$ cat config.mk
export PLATFORM = sky130hd
export DESIGN_NAME = fetch_unit
export DESIGN_NICKNAME = d
export VERILOG_FILES = /design/src/rtl/fetch_unit_pkg.sv /design/src/rtl/fetch_unit.sv
export SDC_FILE = /design/constraint.sdc
export NUM_CORES = 1
export LEC_CHECK = 0
export ABC_AREA = 0
export CAP_MARGIN = 10
export CORE_ASPECT_RATIO = 1.5
export CORE_MARGIN = 1
export CORE_UTILIZATION = 49
export DETAILED_ROUTE_END_ITERATION = 10
export MAX_ROUTING_LAYER = met4
export PLACE_DENSITY = 0.81
export SKIP_LAST_GASP = 1
export SYNTH_ARGS = -nofsm -noshare
export SYNTH_HDL_FRONTEND = slang
export SYNTH_SLANG_ARGS = --single-unit
$ cat constraint.sdc
create_clock -name clk -period 2.4 [get_ports clk]
set_input_delay 0.48 -clock clk [delete_from_list [all_inputs] [get_ports clk]]
set_output_delay 0.48 -clock clk [all_outputs]
set_load 0.02 [all_outputs]
$ cat src/rtl/fetch_unit_pkg.sv
// Shared definitions for the instruction fetch unit: FSM state encoding,
// the NOP word presented when no instruction is valid, and the default
// post-reset fetch address.
package fetch_unit_pkg;

    typedef enum logic [1:0] {
        FETCH   = 2'd0,  // request outstanding, result will be captured
        READY   = 2'd1,  // instruction presented, no request outstanding
        DISCARD = 2'd2   // request outstanding, result will be thrown away
    } fetch_state_e;

    localparam logic [31:0] NOP              = 32'h0000_0000;
    localparam logic [31:0] RESET_PC_DEFAULT = 32'h0000_0000;
    localparam logic [31:0] PC_STEP          = 32'd4;

endpackage : fetch_unit_pkg

$ cat src/rtl/fetch_unit.sv
// Instruction fetch unit: issues one instruction-memory read at a time,
// presents the returned word to the IF/ID register, and handles decode
// redirects (including redirects that land while a read is still in flight).
// Optional feature: define FETCH_PERF_EN to add fetch/redirect counters.
module fetch_unit
    import fetch_unit_pkg::*;
#(
    parameter logic [31:0] RESET_PC = RESET_PC_DEFAULT
) (
    input  logic        clk,
    input  logic        reset,
    input  logic        StallF,
    input  logic        PCSrcD,
    input  logic [31:0] PCBranchD,
    output logic        imem_req,
    output logic [31:0] imem_addr,
    input  logic        imem_ack,
    input  logic [31:0] imem_rdata,
    output logic [31:0] RD,
    output logic [31:0] PCplus4F,
    output logic [31:0] PCF,
    output logic        fetch_valid
`ifdef FETCH_PERF_EN
    ,
    output logic [31:0] perf_fetch_cnt,
    output logic [31:0] perf_redirect_cnt
`endif
);

    fetch_state_e state_q, state_d;
    logic [31:0]  pcf_q, pcf_d;
    logic [31:0]  rd_q, rd_d;
    logic [31:0]  pc4_q, pc4_d;
    logic         valid_q, valid_d;
    logic [31:0]  pend_q, pend_d;
    logic         armed_q;
    logic         ack_ok;
    logic         capture;

    // An ack seen on the first edge after reset release belongs to a request
    // that reset abandoned, so acks only count once the unit is armed.
    assign ack_ok = imem_ack & armed_q;

    // Arm one edge after reset is released.
    always_ff @(posedge clk or negedge reset) begin
        if (!reset) begin
            armed_q <= 1'b0;
        end else begin
            armed_q <= 1'b1;
        end
    end

    // State and datapath registers.
    always_ff @(posedge clk or negedge reset) begin
        if (!reset) begin
            state_q <= FETCH;
            pcf_q   <= RESET_PC;
            rd_q    <= NOP;
            pc4_q   <= NOP;
            valid_q <= 1'b0;
            pend_q  <= 32'h0;
        end else begin
            state_q <= state_d;
            pcf_q   <= pcf_d;
            rd_q    <= rd_d;
            pc4_q   <= pc4_d;
            valid_q <= valid_d;
            pend_q  <= pend_d;
        end
    end

    // Next-state and request logic; PC arithmetic wraps naturally at 32 bits.
    always_comb begin
        state_d  = state_q;
        pcf_d    = pcf_q;
        rd_d     = rd_q;
        pc4_d    = pc4_q;
        valid_d  = valid_q;
        pend_d   = pend_q;
        imem_req = 1'b1;
        capture  = 1'b0;
        unique case (state_q)
            FETCH: begin
                if (PCSrcD) begin
                    if (ack_ok) begin
                        // Data for the old path arrived with the redirect: drop it.
                        pcf_d = PCBranchD;
                    end else begin
                        // Read still in flight: remember target, drain the read.
                        pend_d  = PCBranchD;
                        state_d = DISCARD;
                    end
                end else if (ack_ok) begin
                    rd_d    = imem_rdata;
                    pc4_d   = pcf_q + PC_STEP;
                    pcf_d   = pcf_q + PC_STEP;
                    valid_d = 1'b1;
                    capture = 1'b1;
                    state_d = READY;
                end
            end
            DISCARD: begin
                // A newer redirect supersedes the one already pending.
                if (PCSrcD) begin
                    pend_d = PCBranchD;
                end
                if (ack_ok) begin
                    pcf_d   = PCSrcD ? PCBranchD : pend_q;
                    state_d = FETCH;
                end
            end
            READY: begin
                imem_req = 1'b0;
                // Redirect beats stall; both a redirect and a consume free the slot.
                if (PCSrcD || !StallF) begin
                    if (PCSrcD) begin
                        pcf_d = PCBranchD;
                    end
                    rd_d    = NOP;
                    pc4_d   = NOP;
                    valid_d = 1'b0;
                    state_d = FETCH;
                end
            end
            default: begin
                state_d = FETCH;
            end
        endcase
    end

    assign imem_addr   = pcf_q;
    assign PCF         = pcf_q;
    assign RD          = rd_q;
    assign PCplus4F    = pc4_q;
    assign fetch_valid = valid_q;

`ifdef FETCH_PERF_EN
    logic [31:0] fetch_cnt_q;
    logic [31:0] redir_cnt_q;

    // Free-running event counters; they wrap at 2^32.
    always_ff @(posedge clk or negedge reset) begin
        if (!reset) begin
            fetch_cnt_q <= 32'h0;
            redir_cnt_q <= 32'h0;
        end else begin
            if (capture) begin
                fetch_cnt_q <= fetch_cnt_q + 32'd1;
            end
            if (PCSrcD) begin
                redir_cnt_q <= redir_cnt_q + 32'd1;
            end
        end
    end

    assign perf_fetch_cnt    = fetch_cnt_q;
    assign perf_redirect_cnt = redir_cnt_q;
`else
    logic unused_capture;
    assign unused_capture = capture;
`endif

endmodule : fetch_unit

==> flow_summary.toml, run 1 <==
[layout]
finish.utilization_pct = 71.06
fillers = 1092
layout_common_cells = "clkdlybuf4s50_1, nand2_1, dfrtp_1"
area_growth_pct = 40.32
antennaDiodeCount = 0
drive_above_1_share_pct = 13.87
instances_no_fill = 1158
final_common_cell = "clkdlybuf4s50_1"
fin_nets = 1027

[clock_network]
clockBufferDepth = 2
clock-root-buffer = "clkbuf_16"
clk_latency_ps = 420
ctsHtreeMaxLevel = 4
cts_made_buffers = 17
cts_tree = "done"
path_clk_slew_ps = 60
postCtsSetupRepairBufs = 0
numClockSinks = 132

[setup_path]
cp_data_arrival_time_ps = 1840
crit_top_cell = "inv_1"
worstPathMaxFanout = 37
cp_slowest_cell = "dfrtp_1"
cp.required_ps = 1920
crit_path_cell_trace = "inv_1, ha_1, buf_12, inv_1, clkdlybuf4s15_1"
crit_type = "reg -> out"
crit_path_start = "state_q[1]"
reg2reg_depth = 6
worstSetupEndpointType = "output pin"
rr_endpoint = "PCF[8]"
worstReg2RegStart = "state_q[0]"
crit_path_max_incr_delay_ps = 420
cp-start-kind = "register"
rrSetupSlack_ps = 130

[synthesis]
synth_area_leaders = "dfrtp_1, nand2_1, o21ai_0, mux2_2, buf_4"
synth.distinct_cells = 72
synth_edf_count = 0
ys_seq_elements = 132
synth_top_cell_area_share_pct = 45.96
synthCells = 770
async_flop_share_pct = 100.0
seq_area_frac_synth_pct = 45.96
yosys.area.top_type = "dfrtp_1"
syn_nets = 843
synth_area_per_cell_sq_um = 9.334
syn_area_sq_um = 7187
ys.flop_type = "dfrtp_1"
yosys_warnings = 0

[power]
peakVddDrop_uv = 1071
p_leak_nw = 4.246
pwr_density_cell_nw_per_um2 = 1621

[place]
dp_slack_ps = 24.34
gp_congestion = 0.8867
port_buffers = 198
hpwlAfterDp_microns = 15420
place_inst = 1127

[outcome]
status = "finished clean"

[hold_path]
min_path_type = "in -> async"

[drt]
routed_wl_microns = 21410
vias_per_cell = 5.765
drt_iter0_drc = 603
drc = 0
firstDrtPassIters = 6
ant_nets = 0
vias = 6676
routedWlPerCell_microns = 18.49

[floorplanning]
core_sq_um = 14190
die_x_microns = 100.9
num_io_pins = 199
die_area_sq_um = 15170
start_util_pct = 50.64
row_count = 53
die_h_microns = 150.3

[sta]
worst_slew_pin_slew_ps = 690.3
rsz0062_at_grt = "no"
drv_slew = 0
period_needed_ps = 2317
fin_tns_setup_ps = 0
slew_headroom_pct = 53.40
setup_viol = 0
hold_viol = 0
period_share_pct = 96.55
hold_ws_ps = 55.94
fin_ws_ps = 82.86
fmax_mhz = 431.6
fin_skew_ps = 11.05

[flow_run]
drv_cap = 0

[global_route]
grt_max_degree = 110
grt_pass1_wl_microns = 33180
globalRouteOverflowTotal = 0
antenna_found_initial = 0
grt_pass1_vias = 6194
grt_util_all_layers_pct = 29.79
[cell usage after synthesis (5+ instances only)]
master and instances:
buf_2 13, a211oi_1 5, xor2_1 12, a21o_1 5, mux2i_1 13, nor2_1 29, nand2_1 150, a21oi_1 26
a221o_1 5, buf_4 32, o22a_1 6, clkbuf_1 33, a22oi_1 10, o21ai_0 84, dfrtp_1 132, a22o_1 11
and3_1 6, inv_1 9, a31oi_1 6, a221oi_1 5, xnor2_1 14, mux2_2 33, o31ai_1 13, buf_1 5
nand4_1 9, nand3_1 16, o211ai_1 9
[critical path, delay by kind of cell (launching register included)]
family | cells | cell delay [ps]
fa+ha+maj | 1 | 220
buf+inv | 4 | 760
flops | 1 | 420
[where the power goes]
part / leakage (nW) / internal (mW) / switching (mW)
combinational: 2.30 / 4.11 / 5.16
clock: 0.330 / 1.96 / 0.975
sequential: 1.62 / 3.32 / 0.824
total: 4.25 / 9.39 / 6.95
[worst max path at each step]
stage / to / slack [ps] / cells after the start
2_1_floorplan: PCF[22] / 190 / 7
3_3_place_gp: PCplus4F[22] / 60 / 7
3_5_place_dp: PCplus4F[22] / 20 / 7
4_1_cts: imem_req / 70 / 5
5_1_grt: imem_req / 2 / 5
6_report: imem_req / 80 / 5
[routing by layer]
| layer | wire (microns) | GRT usage [%] | vias up |
|---|---|---|---|
| met4 | 731 | 12.03 | 0 |
| li1 | - | - | 3102 |
| met3 | 1703 | 6.592 | 67 |
| met2 | 10970 | 51.16 | 335 |
| met1 | 8004 | 33.43 | 3172 |
| met5 | 0 | - | - |
[cell families (layout without fill, tap and decap cells)]
| logic type | Yosys count | after routing | share of synthesized area [%] |
|---|---|---|---|
| simple gates | 246 | 246 | 15.96 |
| compound gates | 221 | 221 | 20.37 |
| flops | 132 | 132 | 45.96 |
| buf+inv | 94 | 290 | 6.807 |
| mux | 46 | 46 | 6.981 |
| xor+xnor | 26 | 26 | 3.169 |
| fa+ha+maj | 4 | 4 | 0.6964 |
| other cells | 1 | 1 | 0.05218 |
[sequential cells by signal, indices dropped and copies added (netlist names)]
name and flops:
PCF 32, pend_q 32, PCplus4F 32, RD 32, armed_q 1, state_q 2, fetch_valid 1
[final cells by class]
class                      count  area, sq um  area share, %
clock inverter                10        193.9          1.923
sequential                   132         3303          32.75
clock buffer                  21        480.5          4.764
timing repair buffer         248         2416          23.96
tap                          192        240.2          2.382
inverter                      11        41.29         0.4094
multi-input combinational    544         3410          33.81
[stage by stage]
step           instance area [sq um]  power [mW]
2_1_floorplan                   7187       9.739
3_3_place_gp                    9410       13.10
3_5_place_dp                    9410       13.35
4_1_cts                        10080       16.37
5_1_grt                        10080       17.32
6_report                       10080       16.34
[repair_timing]
action,in CTS,in global routing
pin swaps,0,0
gates resized for setup,1,1
endpoints found under the setup margin,1,1
hold buffers,0,0
hold endpoints to repair,0,0
No activity file was read; power rests on OpenSTA's default activity.
==> inputs of run 2 (changes only) <==
Settings changed: CTS_CLUSTER_SIZE set to 28.
Clock period 2.4 ns to 2.65 ns, I/O delays scaled along.
==> run 2 against run 1 <==
Clock power shrank 21%. Non-clock buffer count is 13 lower. Flip-flop and latch count unchanged. Global-route usage decreased by 0.81 points. Routed wire length decreased by 3.2%. Critical path type is now reg -> reg. Critical endpoint is now PCF[30]. Largest cell class unchanged.
==> flow_summary.toml, run 2 (synthesis results as in run 1) <==
[layout]
layout_common_cells = "clkdlybuf4s50_1, nand2_1, dfrtp_1"
final_common_cell = "clkdlybuf4s50_1"
area_growth_pct = 37.20
antennaDiodeCount = 0
fillers = 1166
finish.utilization_pct = 69.49
fin_nets = 1014
drive_above_1_share_pct = 12.70

[drt]
drt_iter0_drc = 494
ant_nets = 0
firstDrtPassIters = 5
vias = 6614
drc = 0
routedWlPerCell_microns = 18.10
routed_wl_microns = 20720
vias_per_cell = 5.776

[clock_network]
ctsHtreeMaxLevel = 4
cts_tree = "done"
path_clk_slew_ps = 60
numClockSinks = 132
cts_made_buffers = 17
clock-root-buffer = "clkbuf_16"
clk_latency_ps = 420
hold_buffers = 0
clockBufferDepth = 2

[floorplanning]
core_sq_um = 14190
num_io_pins = 199
die_x_microns = 100.9
start_util_pct = 50.64
die_area_sq_um = 15170
row_count = 53
die_h_microns = 150.3

[global_route]
grt_pass1_vias = 6140
globalRouteOverflowTotal = 0
antenna_found_initial = 0
grt_util_all_layers_pct = 28.98
grt_pass1_wl_microns = 32600
grt_max_degree = 110

[power]
pwr_density_cell_nw_per_um2 = 1441
p_leak_nw = 4.128
peakVddDrop_uv = 880.1

[sta]
fin_ws_ps = 338.2
hold_viol = 0
worst_slew_pin_slew_ps = 826.9
setup_viol = 0
rsz0062_at_grt = "no"
period_needed_ps = 2312
fmax_mhz = 432.6
fin_tns_setup_ps = 0
slew_headroom_pct = 44.18
drv_slew = 0
hold_ws_ps = 56.67
period_share_pct = 87.24
fin_skew_ps = 11.28

[setup_path]
worstSetupEndpointType = "register"
reg2reg_depth = 5
worstPathMaxFanout = 7
crit_type = "reg -> reg"
cp.required_ps = 2980
cp-start-kind = "register"
worstReg2RegStart = "PCF[15]"
rr_endpoint = "PCF[30]"
cp_data_arrival_time_ps = 2650
rrSetupSlack_ps = 340

[outcome]
status = "finished clean"

[place]
port_buffers = 198
hpwlAfterDp_microns = 15230
gp_congestion = 0.9151
dp_slack_ps = 213.2

[hold_path]
min_path_type = "in -> async"

[flow_run]
drv_cap = 0
run 2: cell types whose count changed in the layout (fill, tap and decap cells not counted), sizes merged:
cell	previous run	this run
clkinv	5	8
clkinvlp	0	2
buf	52	39
bufinv	5	2
dlymetal6s2s	0	1
clkbuf	21	19
clkdlybuf4s15	1	0
run 2: timing repair:
action,CTS,global route
resized for setup,0,1
buffers inserted,0,0
endpoints found under the setup margin,0,1
run 2: worst max path at each step:
stage          startpoint      endpoint  slack (ps)  cells after the start
6_report          PCF[15]       PCF[30]         340                      5
5_1_grt        state_q[0]       PCF[10]         250                      7
4_1_cts        state_q[1]      imem_req          70                      4
3_5_place_dp     imem_ack  PCplus4F[22]         210                      7
3_3_place_gp     imem_ack  PCplus4F[22]         230                      7
2_1_floorplan      PCF[2]       PCF[22]         440                      7
run 2: critical path, cell delays in order, from the launching register on:
cell      delay [ps]
dfrtp_1          560
nand4_1          310
nor4_2           500
or2b_1           370
o221a_2          290
a211oi_2         190
run 2: final cells by class:
class	count	area (sq um)	share of cell area (%)
flip-flops and latches	132	3303	33.50
multi-input cells	544	3410	34.58
clock buffers	19	452.9	4.593
repair buffers	235	2283	23.16
well taps	192	240.2	2.436
clock inverters	12	130.1	1.320
inverters	11	41.29	0.4187
run 2: where the power goes:
| part | leakage [nW] | switching [mW] | internal, mW | total (mW) |
|---|---|---|---|---|
| clock network | 0.285 | 0.887 | 1.43 | 2.32 |
| logic | 2.22 | 4.44 | 3.56 | 8.01 |
| registers | 1.62 | 0.886 | 3.01 | 3.89 |
| total | 4.13 | 6.21 | 8.00 | 14.2 |
run 2: through the flow:
stage | cell area, sq um | cells | total power, mW
final | 9861 | 1145 | 14.21
after global routing | 9861 | 1145 | 15.10
after CTS | 9858 | 1145 | 14.23
after detailed placement | 9275 | 1114 | 11.87
after global placement | 9275 | 1114 | 11.66
after floorplan | 7187 | 770 | 8.821
run 2: layer usage:
layer,up-vias,track usage (%),part of all wire (%)
met1,3172,34.99,38
li1,3069,-,-
met4,0,13.77,4.2
met3,57,4.643,7.0
met5,-,-,0
met2,316,47.33,50
==> inputs of run 3 (changes only) <==
Settings changed: CORE_MARGIN 1 to not set, RECOVER_POWER set to 100.
==> run 3 against run 2 <==
Total power fell by 2.8%. Worst hold slack improved by 370 ps. Routed wire length rose by 0.45%. First-iteration DRC count rose by 1.6%. Via count fell by 0.70%. Critical path depth rose by 2. Global-route usage did not move. Combinational power fell by 4.6%. Fmax fell by 4.6%. Clock skew fell by 4.0 ps. Register-to-register slack got worse by 110 ps. Critical path type unchanged. Critical endpoint is now pend_q[9]. Largest power group unchanged.
==> flow_summary.toml, run 3 (synthesis results as in run 1) <==
[setup_path]
worstReg2RegStart = "state_q[0]"
rrSetupSlack_ps = 230
rr_endpoint = "pend_q[9]"
crit_path_max_incr_delay_ps = 470
cp-start-kind = "register"
worstSetupEndpointType = "register"
crit_path_cell_trace = "inv_1, ha_1, buf_4, o21ai_0, a31oi_4, clkbuf_2, mux2_2"
crit_type = "reg -> reg"
cp.required_ps = 2950
worstPathMaxFanout = 23
reg2reg_depth = 7
cp_slowest_cell = "clkbuf_2"
cp_data_arrival_time_ps = 2720

[sta]
fin_tns_setup_ps = 0
setup_viol = 0
fmax_mhz = 412.7
period_needed_ps = 2423
fin_skew_ps = 7.326
hold_viol = 0
worst_slew_pin_slew_ps = 1413
drv_slew = 0
rsz0062_at_grt = "no"
period_share_pct = 91.45
slew_headroom_pct = 5.789
fin_ws_ps = 226.7

[clock_network]
cts_made_buffers = 17
ctsHtreeMaxLevel = 4
cts_tree = "done"
hold_buffers = 0
path_clk_slew_ps = 60
clockBufferDepth = 2
numClockSinks = 132
clock-root-buffer = "clkbuf_16"
clk_latency_ps = 410

[floorplanning]
start_util_pct = 50.64
die_x_microns = 100.9
die_area_sq_um = 15170
die_h_microns = 150.3
row_count = 53
core_sq_um = 14190
num_io_pins = 199

[power]
p_leak_nw = 4.264
peakVddDrop_uv = 860.5
pwr_density_cell_nw_per_um2 = 1410

[drt]
routed_wl_microns = 20820
ant_nets = 0
vias = 6568
drt_iter0_drc = 502
firstDrtPassIters = 6
routedWlPerCell_microns = 18.18
drc = 0
vias_per_cell = 5.736

[layout]
antennaDiodeCount = 0
fin_nets = 1014
drive_above_1_share_pct = 12.07
final_common_cell = "nand2_1"
area_growth_pct = 36.33
layout_common_cells = "nand2_1, dfrtp_1, dlygate4sd3_1"

[flow_run]
drv_cap = 0

[global_route]
antenna_found_initial = 0
grt_pass1_wl_microns = 32600
grt_max_degree = 110
grt_util_all_layers_pct = 28.98
globalRouteOverflowTotal = 0
grt_pass1_vias = 6140

[outcome]
status = "finished clean"

[place]
hpwlAfterDp_microns = 15230
port_buffers = 198
gp_congestion = 0.9151
dp_slack_ps = 213.2

[hold_path]
min_path_type = "in -> async"
-- run 3: cell types whose count changed in the layout (fill, tap and decap cells not counted), moves of 2 or more --
| cell | before | now |
|---|---|---|
| clkdlybuf4s50_1 | 195 | 66 |
| clkbuf_1 | 0 | 2 |
| buf_4 | 35 | 29 |
| clkbuf_2 | 0 | 6 |
| dlygate4sd3_1 | 0 | 129 |
-- run 3: worst max-delay path by stage --
stage	startpoint	endpoint	slack [ps]
3_3_place_gp	imem_ack	PCplus4F[22]	230
2_1_floorplan	PCF[2]	PCF[22]	440
5_1_grt	state_q[0]	pend_q[9]	130
4_1_cts	state_q[1]	imem_req	70
3_5_place_dp	imem_ack	PCplus4F[22]	210
6_report	state_q[0]	pend_q[9]	230
-- run 3: final cells by class --
| class | count | area [sq um] |
|---|---|---|
| clock buffer | 19 | 452.9 |
| clock inverter | 12 | 130.1 |
| fill | 1179 | 4393 |
| inverter | 11 | 41.29 |
| multi-input combinational | 544 | 3391 |
| sequential | 132 | 3303 |
| tap | 192 | 240.2 |
| timing repair buffer | 235 | 2240 |
-- run 3: power breakdown --
part,switching (mW),internal (mW)
Combinational,4.43,3.21
Sequential,0.851,3.00
Clock,0.885,1.43
Total,6.17,7.64
-- run 3: routing by layer --
metal | up-vias | global-route usage, % | wire (microns)
met5 | - | - | 0
met4 | 0 | 13.77 | 772
met3 | 53 | 4.643 | 1436
met2 | 316 | 47.33 | 10420
met1 | 3114 | 34.99 | 8187
li1 | 3085 | - | -
-- run 3: worst max-delay path, delay by kind of cell (launching register included) --
family | cells | cell delay, ps
buffers and inverters | 3 | 900
flip-flops | 1 | 430
multiplexers | 1 | 400
AO/OA/AOI/OAI | 2 | 380
adder cells (fa/ha/maj) | 1 | 190
-- run 3: what timing repair did --
action	4_1_cts	5_1_grt
hold endpoints to repair	0	0
gates resized for setup	0	1
setup buffers	0	0
endpoints found under the setup margin	0	1
-- run 3: stage by stage --
step | instances | hold WS, ps | util, % | area (sq um) | power, mW
after floorplan | 770 | 234.4 | - | 7187 | 8.821
after global placement | 1114 | 459.5 | 65.36 | 9275 | 11.66
after detailed placement | 1114 | 468.4 | 65.36 | 9275 | 11.87
after CTS | 1145 | 78.19 | 69.47 | 9858 | 14.23
after global routing | 1145 | 455.1 | 69.04 | 9798 | 14.69
final | 1145 | 426.3 | 69.04 | 9798 | 13.81
